===== src/rtl/alu_result_stage_if.sv =====
// Handshake bundle between the ALU result stage and its producer/consumer.
// Carries out_parity only when ALU_RESULT_STAGE_PARITY_EN is defined.
interface alu_result_stage_if #(
    parameter int WIDTH = 16
);
    logic             in_valid;
    logic             in_ready;
    logic [WIDTH-1:0] in_result;
    logic             in_ovf;
    logic             out_valid;
    logic             out_ready;
    logic [WIDTH-1:0] out_result;
    logic             out_zero;
    logic             out_neg;
    logic             out_ovf;
`ifdef ALU_RESULT_STAGE_PARITY_EN
    logic             out_parity;
`endif
    logic             sticky_ovf;
    logic             clr_sticky;
    logic [WIDTH-1:0] done_count;

    // Producer/consumer side
    modport master (
`ifdef ALU_RESULT_STAGE_PARITY_EN
        input  out_parity,
`endif
        output in_valid,
        output in_result,
        output in_ovf,
        output out_ready,
        output clr_sticky,
        input  in_ready,
        input  out_valid,
        input  out_result,
        input  out_zero,
        input  out_neg,
        input  out_ovf,
        input  sticky_ovf,
        input  done_count
    );

    // Stage side
    modport slave (
`ifdef ALU_RESULT_STAGE_PARITY_EN
        output out_parity,
`endif
        input  in_valid,
        input  in_result,
        input  in_ovf,
        input  out_ready,
        input  clr_sticky,
        output in_ready,
        output out_valid,
        output out_result,
        output out_zero,
        output out_neg,
        output out_ovf,
        output sticky_ovf,
        output done_count
    );
endinterface


===== src/rtl/alu_result_stage.sv =====
// 2-entry registered output FIFO for ALU results with flags, sticky overflow
// and delivered counter. Define ALU_RESULT_STAGE_PARITY_EN to add out_parity.
module alu_result_stage #(
    parameter int WIDTH = 16
) (
    input logic              clk,
    input logic              rst,
    alu_result_stage_if.slave bus
);
    localparam int DEPTH = 2;

    logic [WIDTH-1:0] res_q  [DEPTH];
    logic [WIDTH-1:0] res_d  [DEPTH];
    logic             zero_q [DEPTH];
    logic             zero_d [DEPTH];
    logic             neg_q  [DEPTH];
    logic             neg_d  [DEPTH];
    logic             ovf_q  [DEPTH];
    logic             ovf_d  [DEPTH];
`ifdef ALU_RESULT_STAGE_PARITY_EN
    logic             par_q  [DEPTH];
    logic             par_d  [DEPTH];
`endif
    logic             wr_ptr_q, wr_ptr_d;
    logic             rd_ptr_q, rd_ptr_d;
    logic [1:0]       cnt_q, cnt_d;
    logic             sticky_q, sticky_d;
    logic [WIDTH-1:0] done_q, done_d;

    logic push;
    logic pop;

    // Ready is a pure function of occupancy; no path from out_ready.
    assign push = bus.in_valid && (cnt_q != 2'd2);
    assign pop  = bus.out_ready && (cnt_q != 2'd0);

    always_comb begin
        res_d    = res_q;
        zero_d   = zero_q;
        neg_d    = neg_q;
        ovf_d    = ovf_q;
`ifdef ALU_RESULT_STAGE_PARITY_EN
        par_d    = par_q;
`endif
        wr_ptr_d = wr_ptr_q;
        rd_ptr_d = rd_ptr_q;
        done_d   = done_q;
        cnt_d    = cnt_q;

        if (push) begin
            res_d[wr_ptr_q]  = bus.in_result;
            zero_d[wr_ptr_q] = (bus.in_result == '0);
            neg_d[wr_ptr_q]  = bus.in_result[WIDTH-1];
            ovf_d[wr_ptr_q]  = bus.in_ovf;
`ifdef ALU_RESULT_STAGE_PARITY_EN
            par_d[wr_ptr_q]  = ^bus.in_result;
`endif
            wr_ptr_d = ~wr_ptr_q;
        end

        if (pop) begin
            rd_ptr_d = ~rd_ptr_q;
            done_d   = done_q + WIDTH'(1);
        end

        case ({push, pop})
            2'b10:   cnt_d = cnt_q + 2'd1;
            2'b01:   cnt_d = cnt_q - 2'd1;
            default: cnt_d = cnt_q;
        endcase

        // Set wins over clear in the same cycle.
        sticky_d = (sticky_q && !bus.clr_sticky) || (push && bus.in_ovf);
    end

    always_ff @(posedge clk) begin
        if (rst) begin
            for (int i = 0; i < DEPTH; i++) begin
                res_q[i]  <= '0;
                zero_q[i] <= 1'b0;
                neg_q[i]  <= 1'b0;
                ovf_q[i]  <= 1'b0;
`ifdef ALU_RESULT_STAGE_PARITY_EN
                par_q[i]  <= 1'b0;
`endif
            end
            wr_ptr_q <= 1'b0;
            rd_ptr_q <= 1'b0;
            cnt_q    <= 2'd0;
            sticky_q <= 1'b0;
            done_q   <= '0;
        end else begin
            res_q    <= res_d;
            zero_q   <= zero_d;
            neg_q    <= neg_d;
            ovf_q    <= ovf_d;
`ifdef ALU_RESULT_STAGE_PARITY_EN
            par_q    <= par_d;
`endif
            wr_ptr_q <= wr_ptr_d;
            rd_ptr_q <= rd_ptr_d;
            cnt_q    <= cnt_d;
            sticky_q <= sticky_d;
            done_q   <= done_d;
        end
    end

    assign bus.in_ready   = (cnt_q != 2'd2);
    assign bus.out_valid  = (cnt_q != 2'd0);
    assign bus.out_result = res_q[rd_ptr_q];
    assign bus.out_zero   = zero_q[rd_ptr_q];
    assign bus.out_neg    = neg_q[rd_ptr_q];
    assign bus.out_ovf    = ovf_q[rd_ptr_q];
`ifdef ALU_RESULT_STAGE_PARITY_EN
    assign bus.out_parity = par_q[rd_ptr_q];
`endif
    assign bus.sticky_ovf = sticky_q;
    assign bus.done_count = done_q;

endmodule


===== src/flat_wrapper.sv =====
// flat-port wrapper written by rule: the top's interface ports become plain ports
module alu_result_stage_flat 
#(
    parameter int WIDTH = 16
)
  (clk, rst, bus_in_valid, bus_in_result, bus_in_ovf, bus_out_ready, bus_clr_sticky, bus_in_ready, bus_out_valid, bus_out_result, bus_out_zero, bus_out_neg, bus_out_ovf, bus_sticky_ovf, bus_done_count);
  alu_result_stage_if #(.WIDTH(WIDTH)) bus_i ();
  input logic clk;
  input logic rst;
  input wire logic [$bits(bus_i.in_valid)-1:0] bus_in_valid;
  input wire logic [$bits(bus_i.in_result)-1:0] bus_in_result;
  input wire logic [$bits(bus_i.in_ovf)-1:0] bus_in_ovf;
  input wire logic [$bits(bus_i.out_ready)-1:0] bus_out_ready;
  input wire logic [$bits(bus_i.clr_sticky)-1:0] bus_clr_sticky;
  output wire logic [$bits(bus_i.in_ready)-1:0] bus_in_ready;
  output wire logic [$bits(bus_i.out_valid)-1:0] bus_out_valid;
  output wire logic [$bits(bus_i.out_result)-1:0] bus_out_result;
  output wire logic [$bits(bus_i.out_zero)-1:0] bus_out_zero;
  output wire logic [$bits(bus_i.out_neg)-1:0] bus_out_neg;
  output wire logic [$bits(bus_i.out_ovf)-1:0] bus_out_ovf;
  output wire logic [$bits(bus_i.sticky_ovf)-1:0] bus_sticky_ovf;
  output wire logic [$bits(bus_i.done_count)-1:0] bus_done_count;
  assign bus_i.in_valid = bus_in_valid;
  assign bus_i.in_result = bus_in_result;
  assign bus_i.in_ovf = bus_in_ovf;
  assign bus_i.out_ready = bus_out_ready;
  assign bus_i.clr_sticky = bus_clr_sticky;
  assign bus_in_ready = bus_i.in_ready;
  assign bus_out_valid = bus_i.out_valid;
  assign bus_out_result = bus_i.out_result;
  assign bus_out_zero = bus_i.out_zero;
  assign bus_out_neg = bus_i.out_neg;
  assign bus_out_ovf = bus_i.out_ovf;
  assign bus_sticky_ovf = bus_i.sticky_ovf;
  assign bus_done_count = bus_i.done_count;
  alu_result_stage #(.WIDTH(WIDTH)) u_core (.clk(clk), .rst(rst), .bus(bus_i));
endmodule

===== config.mk =====
export PLATFORM = sky130hd
export DESIGN_NAME = alu_result_stage_flat
export DESIGN_NICKNAME = d
export VERILOG_FILES = /design/src/rtl/alu_result_stage_if.sv /design/src/rtl/alu_result_stage.sv /design/src/flat_wrapper.sv
export SDC_FILE = /design/constraint.sdc
export NUM_CORES = 1
export LEC_CHECK = 0
export ABC_AREA = 1
export BUFFER_PORTS_ARGS = -buffer_cell sky130_fd_sc_hd__buf_4
export CAP_MARGIN = 20
export CORE_UTILIZATION = 43
export CTS_BUF_LIST = sky130_fd_sc_hd__clkbuf_8
export CTS_CLUSTER_SIZE = 24
export DETAILED_ROUTE_END_ITERATION = 7
export PLACE_DENSITY = 0.65
export RECOVER_POWER = 50
export REMOVE_ABC_BUFFERS = 1
export SETUP_SLACK_MARGIN = 0.15
export SLEW_MARGIN = 20
export SYNTH_ARGS = -nofsm -noshare
export SYNTH_HDL_FRONTEND = slang
export SYNTH_SLANG_ARGS = --single-unit

===== constraint.sdc =====
create_clock -name clk -period 3.4 [get_ports clk]
set_input_delay 0.17 -clock clk [delete_from_list [all_inputs] [get_ports clk]]
set_output_delay 0.17 -clock clk [all_outputs]
set_load 0.01 [all_outputs]

==> results.sh <==
export IMPL_run_status="completed"
export IMPL_yosys_cell_types_count=23
export IMPL_path_class="reg2reg"
export IMPL_cts_repair_resized=0
export IMPL_drcViolationCount=0
export IMPL_ant_nets=0
export IMPL_die_h_um=79.0
export IMPL_wire_per_inst_um=11.6
export IMPL_cts_buffers_inserted=9
export IMPL_wl_um=5770
export IMPL_drt_iter0_drc=93
export IMPL_clk_pin_slew_ns=0.06
export IMPL_synth_top_area_share=0.447
export IMPL_place_ws_ns=1.67
export IMPL_setup_ws_ns=1.31
export IMPL_syn_area_sq_mm=0.00255
export IMPL_synth_avg_cell_area_sq_um=6.99
export IMPL_p_per_area_mw_per_mm2=567
export IMPL_end_kind="register"
export IMPL_grt_use_total=0.199
export IMPL_dp_hpwl_um=3830
export IMPL_layout_cells_non_filler=496
export IMPL_dieArea_sq_mm=0.00624
export IMPL_diodes=0
export IMPL_final_util=0.550
export IMPL_dp_cells=479
export IMPL_syn_to_final_growth_pct=20.8
export IMPL_met1_length_um=2850
export IMPL_drive_above_1_share=0.144
export IMPL_grt_pass1_wl_um=9700
export IMPL_tns_ns=0
export IMPL_crit_top_cell="nand2_1"
export IMPL_ys_warn_count=0
export IMPL_hold_viol_final=0
export IMPL_synth_cells=365
export IMPL_final_cell_mix="nand2_1 (94), dfxtp_1 (57), a21oi_1 (50), o21ai_0 (47), inv_1 (43)"
export IMPL_port_buffers=59
export IMPL_globalplace_congestion=0.798
export IMPL_power_leakage_nw=1.28
export IMPL_num_vias=2431
export IMPL_skew_ns=0.00999
export IMPL_antenna_found_initial=0
export IMPL_cts_tree="built"
export IMPL_slew_violations=0
export IMPL_finalNetCount=443
export IMPL_wl_met2_um=2590
export IMPL_ctsHtreeMaxLevel=3
export IMPL_slowest_delay_ns=0.64
export IMPL_grt_pass1_vias=2210
export IMPL_crit_slowest_cell="inv_1"
export IMPL_clock_sinks=57
export IMPL_synth_area_top_cells="dfxtp_1 (45%), nand2_1 (13%), a21oi_1 (9.8%)"
export IMPL_synth_seq_area_share=0.447
export IMPL_cts_hold_buf=0
export IMPL_p_total_mw=1.75
export IMPL_path_max_fanout=20
export IMPL_drv_cap=0
export IMPL_layout_commonest_cell="nand2_1"
export IMPL_rows=27
export IMPL_wl_met3_um=195
export IMPL_avgViaCountPerCell=4.90
export IMPL_clock_path_buffers=2
export IMPL_start_kind="register"
export IMPL_slew_headroom=0.271
export IMPL_fmaxAchievable_ghz=0.479
export IMPL_clk_latency_ns=0.33
export IMPL_die_w_um=79.0
export IMPL_core_area_sq_mm=0.00561
export IMPL_place_area_sq_mm=0.00299
export IMPL_rsz0062_at_grt="no"
export IMPL_ys_ff_latch=57
export IMPL_period_minus_slack_ns=2.09
export IMPL_post_cts_buffers=0
export IMPL_irDropWorstVdd_v=0.000334
export IMPL_arrival_ns=2.34
export IMPL_fin_area_sq_mm=0.00308
export IMPL_dr_pass1_iters=4
export IMPL_top_layer_used="met4"
export IMPL_fin_crit_sh=0.614
export IMPL_critPathRequiredTime_ns=3.65
export IMPL_ioPinCount=60
export IMPL_whs_ns=0.0920
export IMPL_synth_top_area_cell="dfxtp_1"
export IMPL_crit_chain="inv_1, nand2_1, nand2_1, inv_1, nand2_1, inv_1, nand2_1, a21oi_1"
export IMPL_clock_tree_root_cell="clkbuf_8"
export IMPL_grt_max_degree=39
export IMPL_setup_violations=0
export IMPL_worst_pin_slew_ns=1.09
export IMPL_initial_core_util=0.455
export IMPL_grt_overflow=0
export IMPL_hold_path_class="in2reg"
-- where the power goes --
group	leakage, nW	switching, mW	internal (mW)
sequential	0.466	0.0548	0.735
combinational	0.708	0.205	0.146
clock	0.110	0.257	0.348
total	1.28	0.517	1.23
-- flip-flops by register name (all words and copies together) (netlist names) --
signal	count
u_core.cnt_q	2
u_core.bus.done_count	16
u_core.neg_q	1
u_core.ovf_q	2
u_core.bus.sticky_ovf	1
u_core.res_q	31
u_core.wr_ptr_q	1
u_core.zero_q	2
u_core.rd_ptr_q	1
-- area by class of cell --
cell class | count | area [sq um]
fillers | 594 | 2530
flip-flops and latches | 57 | 1140
multi-input cells | 250 | 1110
repair buffers | 60 | 394
inverters | 41 | 154
clock buffers | 10 | 138
well taps | 72 | 90.1
clock inverters | 6 | 51.3
-- synthesized netlist by cell type --
| library cell | count |
|---|---|
| a21oi_1 | 50 |
| buf_2 | 6 |
| buf_4 | 1 |
| buf_6 | 2 |
| clkbuf_1 | 7 |
| dfxtp_1 | 57 |
| dlygate4sd1_1 | 1 |
| ha_1 | 2 |
| inv_1 | 36 |
| inv_2 | 5 |
| nand2_1 | 89 |
| nand2_2 | 3 |
| nand2_4 | 3 |
| nand3_1 | 8 |
| nand3_2 | 1 |
| nand4_1 | 3 |
| nor2_1 | 34 |
| nor2_2 | 2 |
| nor2_4 | 2 |
| nor3_1 | 2 |
| o21ai_0 | 47 |
| o21ai_1 | 2 |
| or2_2 | 2 |
-- worst max-delay path: cells and delay by family, from the launching register on --
kind	cells	cell delay, ns
buffers and inverters	3	0.82
and+or+nand+nor	4	0.65
DFF	1	0.36
AOI/OAI and AO/OA	1	0.16
-- cells by family after synthesis --
logic type,share of synthesized area
AOI/OAI and AO/OA,0.194
buffers and inverters,0.0976
adders and majority gates,0.00981
DFF,0.447
and+or+nand+nor,0.251
-- path summary, 6_finish.rpt --
check / start / end / slack (ns) / depth (start not counted)
worst min register to register: u_core.res_q[22]$_SDFFE_PP0P_ / u_core.res_q[22]$_SDFFE_PP0P_ / 0.44 / 2
worst min-delay path: bus_clr_sticky / u_core.bus.sticky_ovf$_SDFF_PP0_ / 0.09 / 4
worst max-delay path: u_core.cnt_q[0]$_SDFFE_PP0P_ / u_core.res_q[4]$_SDFFE_PP0P_ / 1.31 / 8
worst max register to register: u_core.cnt_q[0]$_SDFFE_PP0P_ / u_core.res_q[4]$_SDFFE_PP0P_ / 1.31 / 8
-- per-layer routing --
metal	vias up	track usage
met1	1098	0.250
met3	12	0.0322
li1	1275	-
met2	46	0.322
met5	-	0
met4	0	0.109
Note: power is estimated with default switching activity, not from simulation.
